==> src/rtl/matrix_writeback_if.sv <==
//------------------------------------------------------------------------------
// matrix_writeback_if : AXI4 write-only memory port (AW / W / B channels)
// Rev 1.0 - initial release
//------------------------------------------------------------------------------
`timescale 1ns/1ps
`default_nettype none

interface matrix_writeback_if #(
  parameter int DATA_WIDTH = 512,
  parameter int ADDR_WIDTH = 64
);
  logic                    m_awvalid;
  logic                    m_awready;
  logic [ADDR_WIDTH-1:0]   m_awaddr;
  logic [7:0]              m_awlen;
  logic [2:0]              m_awsize;
  logic [1:0]              m_awburst;
  logic                    m_awid;

  logic                    m_wvalid;
  logic                    m_wready;
  logic [DATA_WIDTH-1:0]   m_wdata;
  logic [DATA_WIDTH/8-1:0] m_wstrb;
  logic                    m_wlast;

  logic                    m_bvalid;
  logic                    m_bready;
  logic [1:0]              m_bresp;

  modport master (
    output m_awvalid, m_awaddr, m_awlen, m_awsize, m_awburst, m_awid,
    input  m_awready,
    output m_wvalid, m_wdata, m_wstrb, m_wlast,
    input  m_wready,
    input  m_bvalid, m_bresp,
    output m_bready
  );

  modport slave (
    input  m_awvalid, m_awaddr, m_awlen, m_awsize, m_awburst, m_awid,
    output m_awready,
    input  m_wvalid, m_wdata, m_wstrb, m_wlast,
    output m_wready,
    output m_bvalid, m_bresp,
    input  m_bready
  );
endinterface

`default_nettype wire

==> src/rtl/matrix_writeback.sv <==
//------------------------------------------------------------------------------
// matrix_writeback : strided, work-group-wrapped AXI4 write master with counters
// Rev 1.0 - initial release
//------------------------------------------------------------------------------
`timescale 1ns/1ps
`default_nettype none

module matrix_writeback #(
  parameter int DATA_WIDTH      = 512,
  parameter int ADDR_WIDTH      = 64,
  parameter int MAX_OUTSTANDING = 16
) (
  input  wire logic              clk,
  input  wire logic              rst,
  input  wire logic              start,
  input  wire logic [7:0][31:0]  control_reg,
  output logic      [15:0][31:0] status_reg,
  matrix_writeback_if.master     m
);

  localparam int c_beat_bytes = DATA_WIDTH / 8;
  localparam int c_size       = $clog2(c_beat_bytes);
  localparam int c_lanes      = DATA_WIDTH / 32;
  localparam int c_pend_w     = $clog2(MAX_OUTSTANDING + 1) + 1;

  typedef enum logic [2:0] {
    S_IDLE      = 3'd0,
    S_AW_ISSUE  = 3'd1,
    S_ROW_NEXT  = 3'd2,
    S_WAIT_RESP = 3'd3,
    S_DONE      = 3'd4
  } state_t;

  state_t r_state;
  state_t w_state_nxt;

  logic                  r_started;
  logic                  r_bready;

  logic [ADDR_WIDTH-1:0] r_init_addr;
  logic [31:0]           r_row_ops;
  logic [31:0]           r_all_ops;
  logic [31:0]           r_burst;
  logic [31:0]           r_stride;
  logic [31:0]           r_mask;
  logic                  r_flag;
  logic [7:0]            r_awlen;

  logic [ADDR_WIDTH-1:0] r_base;
  logic [ADDR_WIDTH-1:0] r_offset;
  logic [31:0]           r_row_cnt;

  logic [31:0]           r_aw_issued;
  logic [31:0]           r_w_beats;
  logic [31:0]           r_b_recvd;
  logic [31:0]           r_b_err;
  logic [31:0]           r_cycles;
  logic [31:0]           r_last_cycles;
  logic                  r_done;

  logic [c_pend_w-1:0]   r_pending;
  logic [7:0]            r_beat;
  logic [15:0]           r_w_burst;

  logic                  w_capture;
  logic                  w_start_run;
  logic [7:0]            w_awlen_calc;
  logic [31:0]           w_outstanding;
  logic                  w_awvalid;
  logic                  w_aw_hs;
  logic                  w_wvalid;
  logic                  w_wlast;
  logic                  w_w_hs;
  logic                  w_wlast_hs;
  logic                  w_b_hs;
  logic [31:0]           w_aw_count_nxt;
  logic [31:0]           w_row_nxt;
  logic [DATA_WIDTH-1:0] w_wdata;
  logic                  w_unused;

  assign w_capture    = (r_state == S_IDLE) && r_started;
  assign w_start_run  = w_capture && (control_reg[3] != 32'd0);
  assign w_awlen_calc = 8'((control_reg[4] >> c_size) - 32'd1);

  // Issue is throttled by bursts accepted on AW but not yet answered on B.
  assign w_outstanding  = r_aw_issued - r_b_recvd;
  assign w_awvalid      = (r_state == S_AW_ISSUE) && (w_outstanding < 32'(MAX_OUTSTANDING));
  assign w_aw_hs        = w_awvalid && m.m_awready;
  assign w_aw_count_nxt = r_aw_issued + 32'd1;
  assign w_row_nxt      = r_row_cnt + 32'd1;

  assign w_wvalid   = (r_pending != '0);
  assign w_wlast    = (r_beat == r_awlen);
  assign w_w_hs     = w_wvalid && m.m_wready;
  assign w_wlast_hs = w_w_hs && w_wlast;
  assign w_b_hs     = m.m_bvalid && r_bready;

  assign w_unused = &{1'b0, control_reg[2], control_reg[7][31:1]};

  always_ff @(posedge clk) begin
    if (rst) begin
      r_state   <= S_IDLE;
      r_started <= 1'b0;
      r_bready  <= 1'b0;
    end else begin
      r_state   <= w_state_nxt;
      r_started <= start;
      r_bready  <= 1'b1;
    end
  end

  always_comb begin
    w_state_nxt = r_state;
    case (r_state)
      S_IDLE: begin
        if (r_started) begin
          w_state_nxt = (control_reg[3] == 32'd0) ? S_DONE : S_AW_ISSUE;
        end
      end
      S_AW_ISSUE: begin
        if (w_aw_hs) begin
          if (w_aw_count_nxt == r_all_ops) begin
            w_state_nxt = S_WAIT_RESP;
          end else if (w_row_nxt == r_row_ops) begin
            w_state_nxt = S_ROW_NEXT;
          end
        end
      end
      S_ROW_NEXT:  w_state_nxt = S_AW_ISSUE;
      S_WAIT_RESP: begin
        if ((r_b_recvd == r_all_ops) && !w_wvalid) begin
          w_state_nxt = S_DONE;
        end
      end
      S_DONE:      w_state_nxt = S_IDLE;
      default:     w_state_nxt = S_IDLE;
    endcase
  end

  // Shadow configuration and strided address generation.
  always_ff @(posedge clk) begin
    if (rst) begin
      r_init_addr <= '0;
      r_row_ops   <= '0;
      r_all_ops   <= '0;
      r_burst     <= '0;
      r_stride    <= '0;
      r_mask      <= '0;
      r_flag      <= 1'b0;
      r_awlen     <= '0;
      r_base      <= '0;
      r_offset    <= '0;
      r_row_cnt   <= '0;
    end else if (w_capture) begin
      r_init_addr <= ADDR_WIDTH'(control_reg[0]);
      r_row_ops   <= control_reg[1];
      r_all_ops   <= control_reg[3];
      r_burst     <= control_reg[4];
      r_stride    <= control_reg[5] << 2;
      r_mask      <= control_reg[6] - 32'd1;
      r_flag      <= control_reg[7][0];
      r_awlen     <= w_awlen_calc;
      r_base      <= ADDR_WIDTH'(control_reg[0]);
      r_offset    <= '0;
      r_row_cnt   <= '0;
    end else if (r_state == S_ROW_NEXT) begin
      r_base    <= r_flag ? (r_base + ADDR_WIDTH'(r_burst)) : r_init_addr;
      r_offset  <= '0;
      r_row_cnt <= '0;
    end else if (w_aw_hs) begin
      r_offset  <= r_offset + ADDR_WIDTH'(r_stride);
      r_row_cnt <= w_row_nxt;
    end
  end

  always_ff @(posedge clk) begin
    if (rst) begin
      r_aw_issued <= '0;
      r_w_beats   <= '0;
      r_b_recvd   <= '0;
      r_b_err     <= '0;
      r_w_burst   <= '0;
    end else if (w_start_run) begin
      r_aw_issued <= '0;
      r_w_beats   <= '0;
      r_b_recvd   <= '0;
      r_b_err     <= '0;
      r_w_burst   <= '0;
    end else begin
      if (w_aw_hs)    r_aw_issued <= w_aw_count_nxt;
      if (w_w_hs)     r_w_beats   <= r_w_beats + 32'd1;
      if (w_wlast_hs) r_w_burst   <= r_w_burst + 16'd1;
      if (w_b_hs) begin
        r_b_recvd <= r_b_recvd + 32'd1;
        if (m.m_bresp != 2'b00) r_b_err <= r_b_err + 32'd1;
      end
    end
  end

  // W engine: one pending entry per accepted AW, retired by its wlast beat.
  always_ff @(posedge clk) begin
    if (rst) begin
      r_pending <= '0;
      r_beat    <= '0;
    end else begin
      case ({w_aw_hs, w_wlast_hs})
        2'b10:   r_pending <= r_pending + 1'b1;
        2'b01:   r_pending <= r_pending - 1'b1;
        default: r_pending <= r_pending;
      endcase
      if (w_w_hs) r_beat <= w_wlast ? 8'd0 : (r_beat + 8'd1);
    end
  end

  always_ff @(posedge clk) begin
    if (rst) begin
      r_cycles      <= '0;
      r_last_cycles <= '0;
      r_done        <= 1'b0;
    end else begin
      if (w_capture) begin
        r_cycles <= '0;
      end else if ((r_state == S_AW_ISSUE) || (r_state == S_ROW_NEXT) ||
                   (r_state == S_WAIT_RESP)) begin
        r_cycles <= r_cycles + 32'd1;
      end
      if (w_start_run) begin
        r_done <= 1'b0;
      end else if (r_state == S_DONE) begin
        r_done        <= 1'b1;
        r_last_cycles <= r_cycles;
      end
    end
  end

  generate
    for (genvar gi = 0; gi < c_lanes; gi++) begin : g_lane
      assign w_wdata[gi*32 +: 32] = {r_w_burst, r_beat, 8'(gi)};
    end
  endgenerate

  always_comb begin
    status_reg    = '0;
    status_reg[0] = {30'd0, r_done, (r_state != S_IDLE)};
    status_reg[1] = r_aw_issued;
    status_reg[2] = r_w_beats;
    status_reg[3] = r_b_recvd;
    status_reg[4] = r_b_err;
    status_reg[5] = r_last_cycles;
  end

  assign m.m_awvalid = w_awvalid;
  assign m.m_awaddr  = r_base + (r_offset & ADDR_WIDTH'(r_mask));
  assign m.m_awlen   = r_awlen;
  assign m.m_awsize  = 3'(c_size);
  assign m.m_awburst = 2'b01;
  assign m.m_awid    = 1'b0;
  assign m.m_wvalid  = w_wvalid;
  assign m.m_wdata   = w_wdata;
  assign m.m_wstrb   = '1;
  assign m.m_wlast   = w_wlast;
  assign m.m_bready  = r_bready;

endmodule

`default_nettype wire

==> src/flat_wrapper.sv <==
// flat-port wrapper written by rule: the top's interface ports become plain ports
module matrix_writeback_flat 
#(
  parameter int DATA_WIDTH      = 512,
  parameter int ADDR_WIDTH      = 64,
  parameter int MAX_OUTSTANDING = 16
)
  (clk, rst, start, control_reg, status_reg, m_m_awvalid, m_m_awaddr, m_m_awlen, m_m_awsize, m_m_awburst, m_m_awid, m_m_awready, m_m_wvalid, m_m_wdata, m_m_wstrb, m_m_wlast, m_m_wready, m_m_bvalid, m_m_bresp, m_m_bready);
  matrix_writeback_if #(.DATA_WIDTH(DATA_WIDTH), .ADDR_WIDTH(ADDR_WIDTH)) m_i ();
  input  wire logic clk;
  input  wire logic rst;
  input  wire logic start;
  input  wire logic [7:0][31:0] control_reg;
  output logic      [15:0][31:0] status_reg;
  output wire logic [$bits(m_i.m_awvalid)-1:0] m_m_awvalid;
  output wire logic [$bits(m_i.m_awaddr)-1:0] m_m_awaddr;
  output wire logic [$bits(m_i.m_awlen)-1:0] m_m_awlen;
  output wire logic [$bits(m_i.m_awsize)-1:0] m_m_awsize;
  output wire logic [$bits(m_i.m_awburst)-1:0] m_m_awburst;
  output wire logic [$bits(m_i.m_awid)-1:0] m_m_awid;
  input wire logic [$bits(m_i.m_awready)-1:0] m_m_awready;
  output wire logic [$bits(m_i.m_wvalid)-1:0] m_m_wvalid;
  output wire logic [$bits(m_i.m_wdata)-1:0] m_m_wdata;
  output wire logic [$bits(m_i.m_wstrb)-1:0] m_m_wstrb;
  output wire logic [$bits(m_i.m_wlast)-1:0] m_m_wlast;
  input wire logic [$bits(m_i.m_wready)-1:0] m_m_wready;
  input wire logic [$bits(m_i.m_bvalid)-1:0] m_m_bvalid;
  input wire logic [$bits(m_i.m_bresp)-1:0] m_m_bresp;
  output wire logic [$bits(m_i.m_bready)-1:0] m_m_bready;
  assign m_m_awvalid = m_i.m_awvalid;
  assign m_m_awaddr = m_i.m_awaddr;
  assign m_m_awlen = m_i.m_awlen;
  assign m_m_awsize = m_i.m_awsize;
  assign m_m_awburst = m_i.m_awburst;
  assign m_m_awid = m_i.m_awid;
  assign m_i.m_awready = m_m_awready;
  assign m_m_wvalid = m_i.m_wvalid;
  assign m_m_wdata = m_i.m_wdata;
  assign m_m_wstrb = m_i.m_wstrb;
  assign m_m_wlast = m_i.m_wlast;
  assign m_i.m_wready = m_m_wready;
  assign m_i.m_bvalid = m_m_bvalid;
  assign m_i.m_bresp = m_m_bresp;
  assign m_m_bready = m_i.m_bready;
  matrix_writeback #(.DATA_WIDTH(DATA_WIDTH), .ADDR_WIDTH(ADDR_WIDTH), .MAX_OUTSTANDING(MAX_OUTSTANDING)) u_core (.clk(clk), .rst(rst), .start(start), .control_reg(control_reg), .status_reg(status_reg), .m(m_i));
endmodule
==> config.mk <==
export PLATFORM = sky130hd
export DESIGN_NAME = matrix_writeback_flat
export DESIGN_NICKNAME = d
export VERILOG_FILES = /design/src/rtl/matrix_writeback_if.sv /design/src/rtl/matrix_writeback.sv /design/src/flat_wrapper.sv
export SDC_FILE = /design/constraint.sdc
export NUM_CORES = 2
export LEC_CHECK = 0
export CAP_MARGIN = 15
export CORE_AREA = 10 10 555 557
export DETAILED_ROUTE_END_ITERATION = 16
export DIE_AREA = 0 0 565 567
export PLACE_DENSITY = 0.36
export SETUP_SLACK_MARGIN = 0.2
export SLEW_MARGIN = 10
export SYNTH_ARGS = -nofsm -noshare
export SYNTH_HDL_FRONTEND = slang
export SYNTH_SLANG_ARGS = --single-unit
==> constraint.sdc <==
create_clock -name clk -period 14.9 [get_ports clk]
set_clock_uncertainty 0.2 [all_clocks]
set_input_delay 4.47 -clock clk [delete_from_list [all_inputs] [get_ports clk]]
set_output_delay 4.47 -clock clk [all_outputs]
set_load 0.02 [all_outputs]
==> out/metrics.yaml <==
grt:
  grt.total_usage: 0.106
  grt_max_degree: 99
  grt_pass1_vias: 32600
  grt.overflow.total: 0
  grt_antenna_before_repair: 58
  grt_first_pass_wirelength_um: 250000
cells_and_area:
  multi_input_area_um2: 21700
  layout.nets: 5799
  layout.area.seq_um2: 11000
  drive_gt1_frac: 0.0430
  finalNonFillerCells: 9414
  syn_to_final_growth_pct: 28.2
  regMostFlops: "u_core.r_base"
  nFillCells: 33600
  largest_reg_flops: 64
flow_run:
  cap_violations: 0
sta:
  tns_ps: 0
  period_minus_slack_ps: 10750
  tightestPinTransition_ps: 1090
  fmax_mhz: 93.0
  fin_crit_sh: 0.721
  rsz0062_at_grt: "no"
  setup_viol: 0
  drv_slew: 0
  finalHoldViolCount: 0
  slew_headroom: 0.264
critical_path:
  critical_path_arrival_ps: 6080
  endpoint_kind: "primary output"
  crit_type: "reg2out"
  cp_max_fo: 16
  cp_data_required_time_ps: 10230
  worstSetupStartpointType: "flip-flop"
power_and_ir_drop:
  p_per_area_nw_per_um2: 82.5
  vdd_drop_max_uv: 71.5
  intPower_mw: 2.87
  p_comb_frac: 0.117
  seqPwrFrac: 0.379
  switching_power_mw: 1.22
  p_leak_nw: 18.5
  pwr-share-clk: 0.504
  p_sw_frac: 0.298
detailed_routing:
  vias: 33600
  drt_first_pass_iters: 5
  dr.first_iter.drc_count: 1808
  wl_per_cell_um: 19.3
  routed_via_density: 3.56
  drc: 0
  routed_wirelength_um: 182000
  ant_nets: 0
clocking:
  clock_latency_ps: 730
  cts_sinks: 551
  cts_hold_buf: 0
  cts_buffers: 81
  post_cts_buffers: 0
  cts-resized-gates: 0
  clk_path_buf_depth: 3
  cts_max_level: 3
  cts_tree: "done"
  clk_pin_slew_ps: 60
  cts_root_buf: "clkbuf_16"
floorplanning:
  ios: 1434
  core_um2: 296000
  die_area_um2: 320000
  dieWidth_um: 565
  initial_core_util: 0.130
  num_rows: 200
  die_h_um: 567
synth:
  synth_top_area_frac: 0.286
  syn_area_um2: 38600
  syn_inst: 5000
  async_reset_ff_frac: 0
  synth_ff_type: "dfxtp_1"
  synthTopCellsByCount: "911 x buf_4, 666 x nand2_1, 551 x dfxtp_1"
  synth_warnings: 0
  synth-seq-area-share: 0.286
  synth_cell_type_count: 90
  synth_top_area_cell: "dfxtp_1"
  syn_area_per_cell_um2: 7.72
  synth_edf_count: 0
  synth_seq_cells: 551
  yosys-top-cells-area: "dfxtp_1 29%, buf_4 18%, nand2_1 6.5%"
  synth_most_common_cell: "buf_4"
placed_design:
  place_hpwl_um: 149000
  gp_congestion: 0.802
  dp_cells: 9252
  port_buffers: 820
outcome:
  outcome: "completed"
hold_path:
  hp-class: "reg2reg"
per-stage QoR:
| step | setup slack [ps] | hold slack, ps | util | instance area (µm²) | power (mW) |
|---|---|---|---|---|---|
| final | 4150 | 253 | 0.167 | 49500 | 4.08 |
| after global routing | 3740 | 272 | 0.167 | 49400 | 4.26 |
| after CTS | 3980 | 253 | 0.167 | 49400 | 4.18 |
| after detailed placement | 4790 | 244 | 0.157 | 46600 | 2.05 |
| after global placement | 4750 | 240 | 0.157 | 46600 | 2.05 |
| after floorplan | 6470 | 232 | - | 40600 | 1.98 |
worst paths after layout:
path | from | end | slack (ps) | depth (start not counted)
worst min-delay path | u_core.r_init_addr[8] | u_core.r_init_addr[8] | 250 | 2
worst min register to register | u_core.r_init_addr[8] | u_core.r_init_addr[8] | 250 | 2
worst max register to register | u_core.r_aw_issued[2] | u_core.r_pending[5] | 8120 | 21
worst max-delay path | u_core.r_base[2] | m_m_awaddr[50] | 4150 | 15
area by class of cell:
class	count	share of cell area
diodes	15	0.000759
clock buffers	120	0.0480
clock inverters	27	0.00863
inverters	104	0.00789
multi-input cells	3789	0.439
flip-flops and latches	551	0.223
well taps	3939	0.0996
repair buffers	869	0.173
cell usage in the layout, fill, tap and decap left out, types with 20 or more instances in the layout:
cell type        netlist  final
clkdlybuf4s50_1        0    819
nand2_1              666    662
dfxtp_1              551    550
conb_1                 2    548
a21oi_1              430    430
nor2_1               382    381
xnor2_1              231    231
xor2_1               189    189
o21ai_0              162    161
ha_1                 135    135
nand3_1              128    128
inv_1                104    104
clkbuf_16              0     81
nor3_1                81     77
nand4_1               74     74
or3_1                 72     72
a21o_1                66     66
o211ai_1              60     60
and3_1                55     55
mux2i_1               54     54
buf_4                911     49
or4_1                 48     47
and2_1                47     46
nor4_1                33     33
nand2b_1              25     25
a211oi_1              23     23
nor2b_1               22     22
a31oi_1               21     21
o21a_1                21     21
or2_2                 20     20
clkbuf_8               0     20
worst max-delay path: stages, from the launching register on:
cell             delay (ps)
dfxtp_1                 530
ha_1                    230
inv_1                    60
fa_1                    400
nor2b_1                 130
o21a_1                  130
o21ai_0                 160
a211o_1                 370
a32oi_1                 370
a221o_1                 300
a311oi_1                240
o31ai_1                 410
a41o_1                  720
nand3_1                 180
xnor2_1                 410
clkdlybuf4s50_1         700
logic make-up (layout without fill, tap and decap cells):
kind of cell | after synthesis | after routing | share of synthesized area
AOI/OAI and AO/OA | 921 | 921 | 0.144
xor gates and xnor gates | 421 | 421 | 0.0959
adders and majority gates | 141 | 141 | 0.0464
buffers and inverters | 1206 | 1120 | 0.207
DFF | 551 | 551 | 0.286
muxes | 58 | 58 | 0.0152
other | 2 | 563 | 0.000195
and+or+nand+nor | 1700 | 1700 | 0.205
power groups by stage:
stage	Sequential (mW)	Combinational (mW)	Clock [mW]
3_5_place_dp	1.58	0.475	0
5_1_grt	1.55	0.522	2.19
3_3_place_gp	1.58	0.474	0
6_report	1.55	0.478	2.06
4_1_cts	1.55	0.477	2.15
2_1_floorplan	1.56	0.418	0
layer usage:
layer  track usage  part of all wire  vias to the layer above
met5             0            0.0014                        -
met4        0.0352             0.035                       42
met3        0.0373             0.090                      245
met2         0.182              0.47                     1150
met1         0.123              0.40                    15700
li1              -                 -                    16400
(Power assumes the default switching activity.)
